$ cat config.mk
export PLATFORM = sky130hd
export DESIGN_NAME = hex_display_mux_flat
export DESIGN_NICKNAME = d
export VERILOG_FILES = /design/src/rtl/hex_display_mux_if.sv /design/src/rtl/hex_display_mux.sv /design/src/flat_wrapper.sv
export SDC_FILE = /design/constraint.sdc
export NUM_CORES = 1
export LEC_CHECK = 0
export ABC_CLOCK_PERIOD_IN_PS = 2950
export CORE_MARGIN = 2
export CORE_UTILIZATION = 35
export CTS_BUF_LIST = sky130_fd_sc_hd__clkbuf_16
export CTS_CLUSTER_DIAMETER = 40
export CTS_CLUSTER_SIZE = 12
export DETAILED_ROUTE_END_ITERATION = 10
export HOLD_SLACK_MARGIN = 0.15
export MAX_ROUTING_LAYER = met4
export PLACE_DENSITY = 0.58
export SYNTH_ARGS = -nofsm -noshare
export SYNTH_HDL_FRONTEND = slang
export SYNTH_SLANG_ARGS = --single-unit
export TNS_END_PERCENT = 20
$ cat constraint.sdc
create_clock -name clk -period 2.95 [get_ports clk]
set_clock_uncertainty 0.15 [all_clocks]
set_input_delay 0.59 -clock clk [delete_from_list [all_inputs] [get_ports clk]]
set_output_delay 0.59 -clock clk [all_outputs]
set_load 0.03 [all_outputs]
$ cat src/rtl/hex_display_mux_if.sv
// Bus bundle for hex_display_mux: the value/strobe inputs from the datapath
// and the segment/anode pins plus status back to it.
interface hex_display_mux_if #(
    parameter int N_DIGITS = 4
);
    logic                    en;
    logic                    load;
    logic [4*N_DIGITS-1:0]   data;
    logic [N_DIGITS-1:0]     dp;
    logic [6:0]              seg;
    logic                    seg_dp;
    logic [N_DIGITS-1:0]     an;
    logic                    pending;
    logic                    frame;

    // Datapath side: drives the value to display, observes pins and status
    modport master (
        output en, load, data, dp,
        input  seg, seg_dp, an, pending, frame
    );

    // Display driver side
    modport slave (
        input  en, load, data, dp,
        output seg, seg_dp, an, pending, frame
    );
endinterface

$ cat src/rtl/hex_display_mux.sv
// Time-multiplexed N-digit hex driver for common-cathode 7-segment displays.
// A loaded value waits in a pending register and is moved into the display
// register only at a frame boundary, so a frame never mixes old and new digits.
// Each digit slot starts with GUARD cycles of all anodes off to stop ghosting.
// Optional feature: define LEADING_ZERO_BLANK_EN to blank leading zero digits
// (digit 0 always shown). Without it every digit is decoded.
module hex_display_mux #(
    parameter int N_DIGITS   = 4,
    parameter int SCAN_DIV   = 12500,
    parameter int GUARD      = 2,
    parameter int AN_ACT_LOW = 1
) (
    input  logic             clk,
    input  logic             rst_n,
    hex_display_mux_if.slave bus
);

    localparam int PS_W  = (SCAN_DIV > 1) ? $clog2(SCAN_DIV) : 1;
    localparam int IDX_W = (N_DIGITS > 1) ? $clog2(N_DIGITS) : 1;
    localparam int DW    = 4 * N_DIGITS;
    localparam logic [N_DIGITS-1:0] AN_OFF =
        (AN_ACT_LOW != 0) ? {N_DIGITS{1'b1}} : {N_DIGITS{1'b0}};

    logic [PS_W-1:0]     prescaler_q, prescaler_d;
    logic [IDX_W-1:0]    idx_q, idx_d;
    logic [DW-1:0]       pend_data_q, pend_data_d;
    logic [N_DIGITS-1:0] pend_dp_q, pend_dp_d;
    logic                pending_q, pending_d;
    logic [DW-1:0]       disp_data_q, disp_data_d;
    logic [N_DIGITS-1:0] disp_dp_q, disp_dp_d;
    logic [6:0]          seg_q, seg_d;
    logic                seg_dp_q, seg_dp_d;
    logic [N_DIGITS-1:0] an_q, an_d;
    logic                frame_q, frame_d;

    logic                tick;
    logic                last_digit;
    logic                boundary;
    logic [3:0]          cur_nib;
    logic                cur_dp;
    logic                cur_blank;
    logic [N_DIGITS-1:0] cur_onehot;
    logic                in_guard;

    // Segment patterns for a common-cathode display, bit 0 = segment a
    function automatic logic [6:0] hex_to_seg(input logic [3:0] nib);
        logic [6:0] s;
        case (nib)
            4'h0: s = 7'h3F;
            4'h1: s = 7'h06;
            4'h2: s = 7'h5B;
            4'h3: s = 7'h4F;
            4'h4: s = 7'h66;
            4'h5: s = 7'h6D;
            4'h6: s = 7'h7D;
            4'h7: s = 7'h07;
            4'h8: s = 7'h7F;
            4'h9: s = 7'h6F;
            4'hA: s = 7'h77;
            4'hB: s = 7'h7C;
            4'hC: s = 7'h39;
            4'hD: s = 7'h5E;
            4'hE: s = 7'h79;
            default: s = 7'h71;
        endcase
        return s;
    endfunction

    // Slot prescaler and digit index; a frame ends on the last digit's tick
    always_comb begin
        tick        = (prescaler_q == PS_W'(SCAN_DIV - 1));
        last_digit  = (idx_q == IDX_W'(N_DIGITS - 1));
        boundary    = tick && last_digit;
        prescaler_d = tick ? '0 : prescaler_q + 1'b1;
        idx_d       = idx_q;
        if (tick) begin
            idx_d = last_digit ? '0 : idx_q + 1'b1;
        end
        frame_d = boundary;
    end

    // Pending/display registers: the boundary moves the old pending value, a
    // coincident load lands in pending and waits for the following frame
    always_comb begin
        pend_data_d = pend_data_q;
        pend_dp_d   = pend_dp_q;
        pending_d   = pending_q;
        disp_data_d = disp_data_q;
        disp_dp_d   = disp_dp_q;
        if (boundary) begin
            if (pending_q) begin
                disp_data_d = pend_data_q;
                disp_dp_d   = pend_dp_q;
            end
            pending_d = 1'b0;
        end
        if (bus.load) begin
            pend_data_d = bus.data;
            pend_dp_d   = bus.dp;
            pending_d   = 1'b1;
        end
    end

    // Select the current digit, decode it and apply guard band / enable
    always_comb begin
        cur_nib    = '0;
        cur_dp     = 1'b0;
        cur_blank  = 1'b0;
        cur_onehot = '0;
        for (int i = 0; i < N_DIGITS; i++) begin
            if (idx_q == IDX_W'(i)) begin
                cur_nib       = disp_data_q[4*i +: 4];
                cur_dp        = disp_dp_q[i];
                cur_onehot[i] = 1'b1;
            end
        end
`ifdef LEADING_ZERO_BLANK_EN
        begin
            logic zero_run;
            zero_run = 1'b1;
            for (int i = N_DIGITS - 1; i >= 1; i--) begin
                zero_run = zero_run && (disp_data_q[4*i +: 4] == 4'h0);
                if (idx_q == IDX_W'(i)) begin
                    cur_blank = zero_run;
                end
            end
        end
`endif
        in_guard = (prescaler_q < PS_W'(GUARD));
        seg_d    = '0;
        seg_dp_d = 1'b0;
        an_d     = AN_OFF;
        if (bus.en && !in_guard) begin
            an_d     = AN_OFF ^ cur_onehot;
            seg_d    = cur_blank ? 7'h00 : hex_to_seg(cur_nib);
            seg_dp_d = cur_dp;
        end
    end

    // State and registered pin outputs; reset blanks the display at once
    always_ff @(posedge clk or negedge rst_n) begin
        if (!rst_n) begin
            prescaler_q <= '0;
            idx_q       <= '0;
            pend_data_q <= '0;
            pend_dp_q   <= '0;
            pending_q   <= 1'b0;
            disp_data_q <= '0;
            disp_dp_q   <= '0;
            seg_q       <= '0;
            seg_dp_q    <= 1'b0;
            an_q        <= AN_OFF;
            frame_q     <= 1'b0;
        end else begin
            prescaler_q <= prescaler_d;
            idx_q       <= idx_d;
            pend_data_q <= pend_data_d;
            pend_dp_q   <= pend_dp_d;
            pending_q   <= pending_d;
            disp_data_q <= disp_data_d;
            disp_dp_q   <= disp_dp_d;
            seg_q       <= seg_d;
            seg_dp_q    <= seg_dp_d;
            an_q        <= an_d;
            frame_q     <= frame_d;
        end
    end

    assign bus.seg     = seg_q;
    assign bus.seg_dp  = seg_dp_q;
    assign bus.an      = an_q;
    assign bus.pending = pending_q;
    assign bus.frame   = frame_q;

endmodule

$ cat src/flat_wrapper.sv
// flat-port wrapper written by rule: the top's interface ports become plain ports
module hex_display_mux_flat 
#(
    parameter int N_DIGITS   = 4,
    parameter int SCAN_DIV   = 12500,
    parameter int GUARD      = 2,
    parameter int AN_ACT_LOW = 1
)
  (clk, rst_n, bus_en, bus_load, bus_data, bus_dp, bus_seg, bus_seg_dp, bus_an, bus_pending, bus_frame);
  hex_display_mux_if #(.N_DIGITS(N_DIGITS)) bus_i ();
  input  logic clk;
  input  logic rst_n;
  input wire logic [$bits(bus_i.en)-1:0] bus_en;
  input wire logic [$bits(bus_i.load)-1:0] bus_load;
  input wire logic [$bits(bus_i.data)-1:0] bus_data;
  input wire logic [$bits(bus_i.dp)-1:0] bus_dp;
  output wire logic [$bits(bus_i.seg)-1:0] bus_seg;
  output wire logic [$bits(bus_i.seg_dp)-1:0] bus_seg_dp;
  output wire logic [$bits(bus_i.an)-1:0] bus_an;
  output wire logic [$bits(bus_i.pending)-1:0] bus_pending;
  output wire logic [$bits(bus_i.frame)-1:0] bus_frame;
  assign bus_i.en = bus_en;
  assign bus_i.load = bus_load;
  assign bus_i.data = bus_data;
  assign bus_i.dp = bus_dp;
  assign bus_seg = bus_i.seg;
  assign bus_seg_dp = bus_i.seg_dp;
  assign bus_an = bus_i.an;
  assign bus_pending = bus_i.pending;
  assign bus_frame = bus_i.frame;
  hex_display_mux #(.N_DIGITS(N_DIGITS), .SCAN_DIV(SCAN_DIV), .GUARD(GUARD), .AN_ACT_LOW(AN_ACT_LOW)) u_core (.clk(clk), .rst_n(rst_n), .bus(bus_i));
endmodule
; ---- Word level (Yosys, flattened, before mapping)
; Memories as Yosys holds them, arrays and structs flattened.
; Cells that the tools add are included.
; W data, S select, Z words.
[classes]
n_eq_ne = 4
multipliers = 0
n_reduce_logical = 6
shifts = 0
n_lt_le_gt_ge = 1
addsub = 2
bitwise = 1
n_div = 0
n_mux = 19
[op_table]
columns = cell, n
row1 = $mux W4, 5
row2 = $add A14 B1 Y14 const B, 1
row3 = $eq A14 B14 Y1 const B, 1
row4 = $lt A14 B2 Y1 const B, 1
row5 = $mux W14, 1
row6 = $mux W1, 11
row7 = $mux W7, 1
row8 = $eq A2 B2 Y1 const B, 2
row9 = $not A4 Y4, 1
row10 = $add A2 B1 Y2 const B, 1
row11 = $eq A2 B1 Y1 const B, 1
row12 = $logic_and A1 B1 Y1, 2
row13 = $logic_not A2 Y1, 1
row14 = $mux W2, 1
row15 = $reduce_and A2 Y1, 1
row16 = $reduce_bool A2 Y1, 1
row17 = $logic_not A1 Y1, 1
[totals]
inputBits = 24
rom_bits = 112
reg_bits = 70
n_memories = 1
latchBits = 0
ram_bits = 0
output_inout_bits = 14
[memory_table]
columns = name, words, word_bits, rd, rd_clocked_by_memory_dff, write_ports, line_no
row1 = (no name shown), 16, 7, 1, 0, 0, hex_display_mux.sv:48  ; case (nib)

; ---- Longest topological paths before layout
; Gate-level depths: netlist of run 1.
; An unclocked memory read counts as a cell.
[logic_depth]
word_depth = 7
depth_mapped = 12
mapped_depth_nobuf = 11

; ---- Least setup slack after synthesis of run 1
; No wires, ideal clock.
[synth_timing]
path_type = reg-to-reg
startpoint = register u_core.idx_q[1]
endpoint = register u_core.seg_q[4] (netlist: u_core.bus.seg[4])
required_time_ns = 2.735
path_stages_with_launch = 13
arrival_ns = 2.029
synth_period_minus_slack_ns = 2.244
slack_ns = 0.706
setup_ns = 0.065
cell_sequence = dfrtp_1 inv_1 ha_1 buf_2 nor2b_1 a22oi_1 a21oi_1 inv_1 ha_1 inv_1 nor2_1 a21oi_1 o221a_2
[synth_via]
elab_chain_len = 7
[synth_rtl]
columns = item, line_no
row1 = from (decl), hex_display_mux.sv:25  ; logic [IDX_W-1:0] idx_q, idx_d;
row2 = from (signal assigned), hex_display_mux.sv:156  ; idx_q <= idx_d;
row3 = $logic_not A2 Y1, hex_display_mux.sv:111  ; if (idx_q == IDX_W'(i)) begin
row4 = $mux W4 (3 in series), hex_display_mux.sv:111
row5 = $mux W4 (*), hex_display_mux.sv:111
row6 = $mem_v2 Z16 W7 (*), n/a
row7 = $mux W7 (*), hex_display_mux.sv:133  ; if (bus.en && !in_guard) begin
row8 = via u_core.seg_d[4], hex_display_mux.sv:31  ; logic [6:0] seg_q, seg_d;
row9 = to (signal assigned), hex_display_mux.sv:162  ; seg_q <= seg_d;
row10 = to (decl), hex_display_mux.sv:31
; The timed path passes the listed nets; every way through them passes the cells marked *.
; A chain may end at the register's enable or synchronous reset.

; ---- Worst setup path in the final report of run 1
[layout_timing]
startpoint = register u_core.idx_q[0]
endpoint = register u_core.seg_q[4] (netlist: u_core.bus.seg[4])
; Same word-level chain as after synthesis.

==> qor.json, run 1 <==
{
  "post_dp_cell_area": {"value": 3660, "unit": "µm²"},
  "critical_path_cell_with_the_highest_stage_delay": {"value": "sky130_fd_sc_hd__dfrtp_1"},
  "timing.rr.start": {"value": "u_core.idx_q[0]"},
  "power-per-cell-area": {"value": 550, "unit": "nW/µm²"},
  "worstPathRequired": {"value": 3060, "unit": "ps"},
  "clockRootBuffer": {"value": "sky130_fd_sc_hd__clkbuf_16"},
  "grt_antenna_before_repair": {"value": 0},
  "power_share_of_the_sequential_group": {"value": 46.3, "unit": "%"},
  "timing.critical_path.cells": {"value": "inv_1, ha_1, nor2b_1, a22oi_1, a21oi_1, inv_1, ha_1, inv_1, nor2_1, a21oi_1, o221a_2"},
  "pin_count_of_the_biggest_net_entering_global_routing": {"value": 71},
  "p_sw_share": {"value": 21.4, "unit": "%"},
  "met1_length": {"value": 2880, "unit": "µm"},
  "areaGrowthSynthToFinish": {"value": 25.2, "unit": "%"},
  "cellInternalPower": {"value": 1720, "unit": "µW"},
  "synth_compound_gate_area_share": {"value": 7.29, "unit": "%"},
  "htree_num_levels": {"value": 3},
  "route.vias.total": {"value": 1951},
  "dr.first_iter.drc_count": {"value": 40},
  "combinationalPowerShare": {"value": 5.3, "unit": "%"},
  "die_area": {"value": 9840, "unit": "µm²"},
  "yosys.cell_types.count": {"value": 42},
  "setup.worst_path.end_class": {"value": "flop"},
  "synth_async_sr_flop_share": {"value": 100, "unit": "%"},
  "clkSinkCount": {"value": 70},
  "rrSetupSlack": {"value": 290, "unit": "ps"},
  "die_x": {"value": 99.2, "unit": "µm"},
  "drtAntennaViolNets": {"value": 0},
  "core": {"value": 8760, "unit": "µm²"},
  "cts_tree": {"value": "yes"},
  "holdCritPathClass": {"value": "flop to flop"},
  "power.ir.vdd_worst": {"value": 0.244, "unit": "mV"},
  "post_cts.repair.setup_buffers": {"value": 0},
  "synthMuxAreaShare": {"value": 16.7, "unit": "%"},
  "transition_time_at_the_pin_with_the_least_slew_margin": {"value": 518, "unit": "ps"},
  "critPathMaxStageDelay": {"value": 400, "unit": "ps"},
  "die_y": {"value": 99.2, "unit": "µm"},
  "worst_path_most_repeated_cell": {"value": "sky130_fd_sc_hd__inv_1"},
  "totalNegativeSetupSlack": {"value": 0, "unit": "ps"},
  "outcome": {"value": "finished, final reports clean"},
  "top_level_ports": {"value": 38},
  "last_weighted_congestion_value_of_the_routability_driven_placer": {"value": 0.826},
  "crit_buf_inv": {"value": 3},
  "timing.rr.end": {"value": "u_core.bus.seg[4]"},
  "clock_insertion_delay_worst_skew": {"value": 330, "unit": "ps"},
  "initial_utilization": {"value": 36.2, "unit": "%"},
  "crit_fanout": {"value": 6},
  "ys_ff_latch": {"value": 70},
  "synth_area_leader_cell": {"value": "sky130_fd_sc_hd__dfrtp_1"},
  "cp-start-kind": {"value": "flop"},
  "cell_count_after_synthesis": {"value": 240},
  "synth_fp_nets": {"value": 275},
  "final.setup.worst_slack": {"value": 287, "unit": "ps"},
  "worst_hold_startpoint": {"value": "u_core.pend_data_q[7]"},
  "r2r.worst_path.cells": {"value": 11},
  "synth_flop_cell": {"value": "sky130_fd_sc_hd__dfrtp_1"},
  "cellLeakagePower": {"value": 0.00174, "unit": "µW"},
  "wl_met2": {"value": 2600, "unit": "µm"},
  "post_synth_fa_ha_maj_area_fraction": {"value": 4.34, "unit": "%"},
  "synth_top_family_by_area": {"value": "multiplexers"},
  "yosys.area_share.simple": {"value": 10.2, "unit": "%"},
  "synth-xor-area-share": {"value": 3.04, "unit": "%"},
  "synth_area_leaders": {"value": "sky130_fd_sc_hd__dfrtp_1, sky130_fd_sc_hd__mux2_4, sky130_fd_sc_hd__mux2_2"},
  "clk_pin_slew": {"value": 60, "unit": "ps"},
  "grt_setup_unrepaired": {"value": "false"},
  "synth_enable_flop_cells": {"value": 0},
  "clock_tree.buffer_depth": {"value": 2},
  "layout-drive-gt1-share": {"value": 23.6, "unit": "%"},
  "final.hold.worst_slack": {"value": 344, "unit": "ps"},
  "topRoutingLayerUsed": {"value": "met4"},
  "drv_slew": {"value": 0},
  "yosys_warnings": {"value": 0},
  "critical_path_arrival": {"value": 2770, "unit": "ps"},
  "grt_pass1_vias": {"value": 2023},
  "max-slew-margin-rel": {"value": 65.1, "unit": "%"},
  "pwr-share-clk": {"value": 48.4, "unit": "%"},
  "report.final.setup_viol": {"value": 0},
  "p_sw": {"value": 468, "unit": "µW"},
  "finalCritPeriodShare": {"value": 90.3, "unit": "%"},
  "detailedPlace.worstSlack": {"value": 359, "unit": "ps"},
  "post-route-min-period": {"value": 2660, "unit": "ps"},
  "netlist.area_leader.share": {"value": 52.1, "unit": "%"},
  "grt-ovfl-total": {"value": 0},
  "max_freq": {"value": 376, "unit": "MHz"},
  "synth.most_common_cell": {"value": "sky130_fd_sc_hd__dfrtp_1"},
  "syn_area_per_cell": {"value": 13.2, "unit": "µm²"},
  "drtPass1Iterations": {"value": 4},
  "worst_hold_endpoint": {"value": "u_core.disp_data_q[7]"},
  "hold_viol": {"value": 0},
  "vias_per_cell": {"value": 4.88},
  "grt_pass1_wl": {"value": 9900, "unit": "µm"},
  "dp_hpwl": {"value": 4070, "unit": "µm"},
  "path_delay_family": {"value": "compound AO/OA/AOI/OAI gates"},
  "final_cell_area": {"value": 3970, "unit": "µm²"},
  "drcViolationCount": {"value": 0},
  "timing_worst_setup_path_type": {"value": "flop to flop"},
  "wl": {"value": 5820, "unit": "µm"},
  "leading_cell_types_by_count_after_synthesis": {"value": "sky130_fd_sc_hd__dfrtp_1, sky130_fd_sc_hd__mux2_2, sky130_fd_sc_hd__mux2_4"},
  "post_synthesis_cell_area": {"value": 3170, "unit": "µm²"},
  "synth_sequential_area_ratio": {"value": 55.4, "unit": "%"},
  "antenna_cells_inserted": {"value": 0},
  "nets": {"value": 322},
  "globalRouteTotalUtil": {"value": 13.2, "unit": "%"},
  "drv.max_cap_violation_count": {"value": 0},
  "wl_met3": {"value": 267, "unit": "µm"},
  "io_buffers": {"value": 37},
  "whs_path_depth": {"value": 1},
  "avgRoutedWirePerCell": {"value": 14.6, "unit": "µm"},
  "numCtsBuffers": {"value": 9},
  "rows": {"value": 34}
}
[metal layers]
layer	global-route usage, %	up-vias
met5	-	-
met4	5.16	0
met3	4.29	8
met2	18.7	37
met1	17.6	953
li1	-	953
[state kept, by name, indices dropped and copies added, names as in the netlist]
signal	flops
u_core.disp_data_q	16
u_core.pend_data_q	16
u_core.prescaler_q	14
u_core.bus.seg	7
u_core.bus.an	4
u_core.disp_dp_q	4
u_core.pend_dp_q	4
u_core.idx_q	2
u_core.bus.frame	1
u_core.bus.pending	1
u_core.bus.seg_dp	1
[worst max path at each step]
stage	start	to	slack, ps	cells past startpoint
6_report	u_core.idx_q[0]	u_core.bus.seg[4]	290	11
5_1_grt	u_core.idx_q[0]	u_core.bus.seg[4]	50	11
4_1_cts	u_core.idx_q[0]	u_core.bus.seg[4]	330	11
3_5_place_dp	u_core.idx_q[0]	u_core.bus.seg[4]	360	11
3_3_place_gp	u_core.idx_q[0]	u_core.bus.seg[4]	570	10
2_1_floorplan	u_core.idx_q[1]	u_core.bus.seg[4]	710	12
[metrics by stage]
step,cells,total power (µW),util [%]
after floorplan,240,1070,-
after global placement,383,1140,41.8
after detailed placement,383,1150,41.8
after CTS,400,2220,45.3
after global routing,400,2270,45.3
final,400,2180,45.3
[power groups by stage]
| stage | registers [µW] | clock network, µW | logic, µW |
|---|---|---|---|
| 2_1_floorplan | 1030 | 0 | 39.7 |
| 3_3_place_gp | 1030 | 0 | 117 |
| 3_5_place_dp | 1030 | 0 | 118 |
| 4_1_cts | 1010 | 1090 | 119 |
| 5_1_grt | 1010 | 1130 | 127 |
| 6_report | 1010 | 1060 | 116 |
[kinds of logic after synthesis]
family                     after synthesis
adders and majority gates               11
DFF                                     70
AOI/OAI and AO/OA                       31
buffers and inverters                   16
and+or+nand+nor                         60
muxes                                   41
xor gates and xnor gates                11
[timing repair]
item	CTS	global route
resized for setup	0	0
hold endpoints to repair	23	0
hold buffers	1	0
[cells in the final DEF, fill, tap and decap left out, types with 7 or more instances in the layout]
master / synthesis / routed
sky130_fd_sc_hd__inv_1: 8 / 8
sky130_fd_sc_hd__clkbuf_16: 0 / 9
sky130_fd_sc_hd__mux2_4: 18 / 18
sky130_fd_sc_hd__nor2b_1: 7 / 7
sky130_fd_sc_hd__nand2_1: 16 / 16
sky130_fd_sc_hd__ha_1: 11 / 11
sky130_fd_sc_hd__nor2_1: 10 / 10
sky130_fd_sc_hd__dfrtp_1: 66 / 66
sky130_fd_sc_hd__clkdlybuf4s50_1: 0 / 36
sky130_fd_sc_hd__mux2_2: 21 / 21
[layout make-up]
type,instances,area (µm²)
Inverter,8,30.0
Fill cell,816,4790
Clock buffer,9,225
Tap cell,108,135
Timing Repair Buffer,44,433
Clock inverter,7,73.8
Multi-Input combinational cell,154,1320
Sequential cell,70,1760
No activity file was read; power rests on OpenSTA's default activity.
==> run 2, diff against run 1 <==
--- a/config.mk
+++ b/config.mk
@@ -5,7 +5,10 @@
 export SDC_FILE = /design/constraint.sdc
 export NUM_CORES = 1
 export LEC_CHECK = 0
-export ABC_CLOCK_PERIOD_IN_PS = 2950
+export ABC_CLOCK_PERIOD_IN_PS = 2300
+export CELL_PAD_IN_SITES_DETAIL_PLACEMENT = 1
+export CELL_PAD_IN_SITES_GLOBAL_PLACEMENT = 1
+export CORE_ASPECT_RATIO = 1.25
 export CORE_MARGIN = 2
 export CORE_UTILIZATION = 35
 export CTS_BUF_LIST = sky130_fd_sc_hd__clkbuf_16
@@ -14,7 +17,7 @@
 export DETAILED_ROUTE_END_ITERATION = 10
 export HOLD_SLACK_MARGIN = 0.15
 export MAX_ROUTING_LAYER = met4
-export PLACE_DENSITY = 0.58
+export PLACE_DENSITY = 0.7
 export SYNTH_ARGS = -nofsm -noshare
 export SYNTH_HDL_FRONTEND = slang
 export SYNTH_SLANG_ARGS = --single-unit
==> constraint.sdc (replaced) <==
create_clock -name clk -period 2.3 [get_ports clk]
set_clock_uncertainty 0.15 [all_clocks]
set_input_delay 0.46 -clock clk [delete_from_list [all_inputs] [get_ports clk]]
set_output_delay 0.46 -clock clk [all_outputs]
set_load 0.03 [all_outputs]
==> run 2 against run 1 <==
Worst setup slack got worse by 250 ps. Clock power increased by 38%. First-iteration DRC count unchanged. Utilization increased by 2.7 points. Count of clock-buffer cells in the layout unchanged. Fmax increased by 17%. Non-clock buffer count increased by 10. Critical path type unchanged. Worst hold slack improved by 3.0 ps. Die area about the same. Flip-flop and latch count unchanged. Wire length increased by 22%. Critical path depth decreased by 2.
==> qor.json, run 2 (synthesis results as in run 1) <==
{
  "finalCritPeriodShare": {"value": 98.6, "unit": "%"},
  "max-slew-margin-rel": {"value": 61.2, "unit": "%"},
  "die_y": {"value": 110, "unit": "µm"},
  "critical_path_cell_with_the_highest_stage_delay": {"value": "sky130_fd_sc_hd__dfrtp_1"},
  "initial_utilization": {"value": 36.3, "unit": "%"},
  "path_delay_family": {"value": "compound AO/OA/AOI/OAI gates"},
  "outcome": {"value": "finished, final reports clean"},
  "worstPathRequired": {"value": 2380, "unit": "ps"},
  "mostFrequentLayoutCells": {"value": "sky130_fd_sc_hd__dfrtp_1, sky130_fd_sc_hd__clkdlybuf4s50_1, sky130_fd_sc_hd__mux2_2"},
  "power-per-cell-area": {"value": 693, "unit": "nW/µm²"},
  "drcViolationCount": {"value": 0},
  "grt_pass1_wl": {"value": 11200, "unit": "µm"},
  "placed_cells_incl_taps": {"value": 402},
  "last_weighted_congestion_value_of_the_routability_driven_placer": {"value": 0.866},
  "numCtsBuffers": {"value": 9},
  "clockRootBuffer": {"value": "sky130_fd_sc_hd__clkbuf_16"},
  "power.ir.vdd_worst": {"value": 0.416, "unit": "mV"},
  "cp-start-kind": {"value": "flop"},
  "route.vias.total": {"value": 2098},
  "power_share_of_the_sequential_group": {"value": 44.5, "unit": "%"},
  "clk_pin_slew": {"value": 60, "unit": "ps"},
  "htree_num_levels": {"value": 3},
  "clkSinkCount": {"value": 70},
  "holdCritPathClass": {"value": "flop to flop"},
  "die_area": {"value": 9850, "unit": "µm²"},
  "io_buffers": {"value": 37},
  "pwr-share-clk": {"value": 50.3, "unit": "%"},
  "vias_per_cell": {"value": 4.96},
  "drv.max_cap_violation_count": {"value": 0},
  "final_cell_count_without_fillers": {"value": 423},
  "clock_tree.buffer_depth": {"value": 2},
  "antenna_cells_inserted": {"value": 0},
  "layout-drive-gt1-share": {"value": 33.3, "unit": "%"},
  "top_level_ports": {"value": 38},
  "pin_count_of_the_biggest_net_entering_global_routing": {"value": 52},
  "post-route-min-period": {"value": 2270, "unit": "ps"},
  "largestRegisters": {"value": "u_core.disp_data_q (16), u_core.pend_data_q (16), u_core.prescaler_q (14)"},
  "globalRouteTotalUtil": {"value": 15.4, "unit": "%"},
  "drtPass1Iterations": {"value": 4},
  "p_sw": {"value": 611, "unit": "µW"},
  "timing_worst_setup_path_type": {"value": "flop to flop"},
  "rows": {"value": 38},
  "critical_path_arrival": {"value": 2350, "unit": "ps"},
  "crit_buf_inv": {"value": 4},
  "die_x": {"value": 89.2, "unit": "µm"},
  "report.final.setup_viol": {"value": 0},
  "dp_hpwl": {"value": 4600, "unit": "µm"},
  "core": {"value": 8750, "unit": "µm²"},
  "avgRoutedWirePerCell": {"value": 16.8, "unit": "µm"},
  "hold_viol": {"value": 0},
  "drtAntennaViolNets": {"value": 0},
  "combinationalPowerShare": {"value": 5.2, "unit": "%"},
  "total_power": {"value": 2910, "unit": "µW"},
  "cellInternalPower": {"value": 2300, "unit": "µW"},
  "drv_slew": {"value": 0},
  "grt_pass1_vias": {"value": 2181},
  "p_sw_share": {"value": 21.0, "unit": "%"},
  "setup.worst_path.end_class": {"value": "flop"},
  "clock_insertion_delay_worst_skew": {"value": 340, "unit": "ps"},
  "cts_tree": {"value": "yes"},
  "final_common_cell": {"value": "sky130_fd_sc_hd__dfrtp_1"},
  "critPathMaxStageDelay": {"value": 390, "unit": "ps"},
  "max_freq": {"value": 441, "unit": "MHz"},
  "crit_fanout": {"value": 6},
  "dr.first_iter.drc_count": {"value": 40},
  "nets": {"value": 333},
  "cellLeakagePower": {"value": 0.00182, "unit": "µW"},
  "grt-ovfl-total": {"value": 0},
  "grt_antenna_before_repair": {"value": 0},
  "areaGrowthSynthToFinish": {"value": 32.3, "unit": "%"},
  "wl": {"value": 7120, "unit": "µm"},
  "worst_path_most_repeated_cell": {"value": "sky130_fd_sc_hd__buf_4"},
  "detailedPlace.worstSlack": {"value": -62.6, "unit": "ps"},
  "transition_time_at_the_pin_with_the_least_slew_margin": {"value": 576, "unit": "ps"},
  "final.setup.worst_slack": {"value": 32.2, "unit": "ps"},
  "timing.critical_path.cells": {"value": "inv_2, ha_4, buf_4, nand3b_1, a311oi_4, buf_6, buf_4, o21ai_0, a221oi_1"}
}
==> run 2: final cells by class <==
cell class	instances	area [µm²]
clock buffers	9	225
well taps	120	150
repair buffers	54	515
clock inverters	7	88.8
inverters	8	32.5
multi-input cells	155	1430
fillers	917	4550
flip-flops and latches	70	1760
==> run 2: path summary, 6_finish.rpt <==
kind / endpoint / cells past startpoint / start / slack [ps]
min in group asynchronous: u_core.prescaler_q[9] / 2 / rst_n / 470
max reg2reg: u_core.bus.seg[6] / 9 / u_core.idx_q[1] / 30
max in group asynchronous: u_core.idx_q[0] / 3 / rst_n / 880
max: u_core.bus.seg[6] / 9 / u_core.idx_q[1] / 30
min reg2reg: u_core.prescaler_q[10] / 1 / u_core.prescaler_q[10] / 350
min: u_core.prescaler_q[10] / 1 / u_core.prescaler_q[10] / 350
==> run 2: timing repair <==
item	CTS	global route
setup endpoints to repair	7	15
gates cloned	0	2
pin swaps	0	6
gates resized for setup	5	23
buffers inserted	0	2
endpoints found under the hold margin	15	0
hold buffers	1	0
==> run 2: stage by stage <==
stage	hold slack, ps	utilization [%]	setup TNS (ps)	cell area (µm²)
finish	347	48.0	0	4200
global placement	302	42.6	-26.6	3730
detailed placement	302	42.6	-163	3730
global route	361	48.0	-238	4200
CTS	347	46.6	0	4070
floorplan	14.4	-	0	3170
==> run 2: per-layer routing <==
metal  track usage [%]  part of all wire, %  wire length, µm  vias up
li1                  -                    -                -      975
met4              7.06                  1.8              130        0
met1              18.6                   44             3120     1072
met3              4.33                  3.4              244       10
met5                 -                    0                0        -
met2              23.5                   51             3620       41
==> run 2: power groups by stage <==
| stage | Combinational [µW] | Sequential [µW] | Clock, µW |
|---|---|---|---|
| 2_1_floorplan | 50.9 | 1320 | 0 |
| 3_3_place_gp | 150 | 1320 | 0 |
| 3_5_place_dp | 154 | 1320 | 0 |
| 4_1_cts | 157 | 1300 | 1490 |
| 5_1_grt | 167 | 1300 | 1560 |
| 6_report | 152 | 1300 | 1460 |
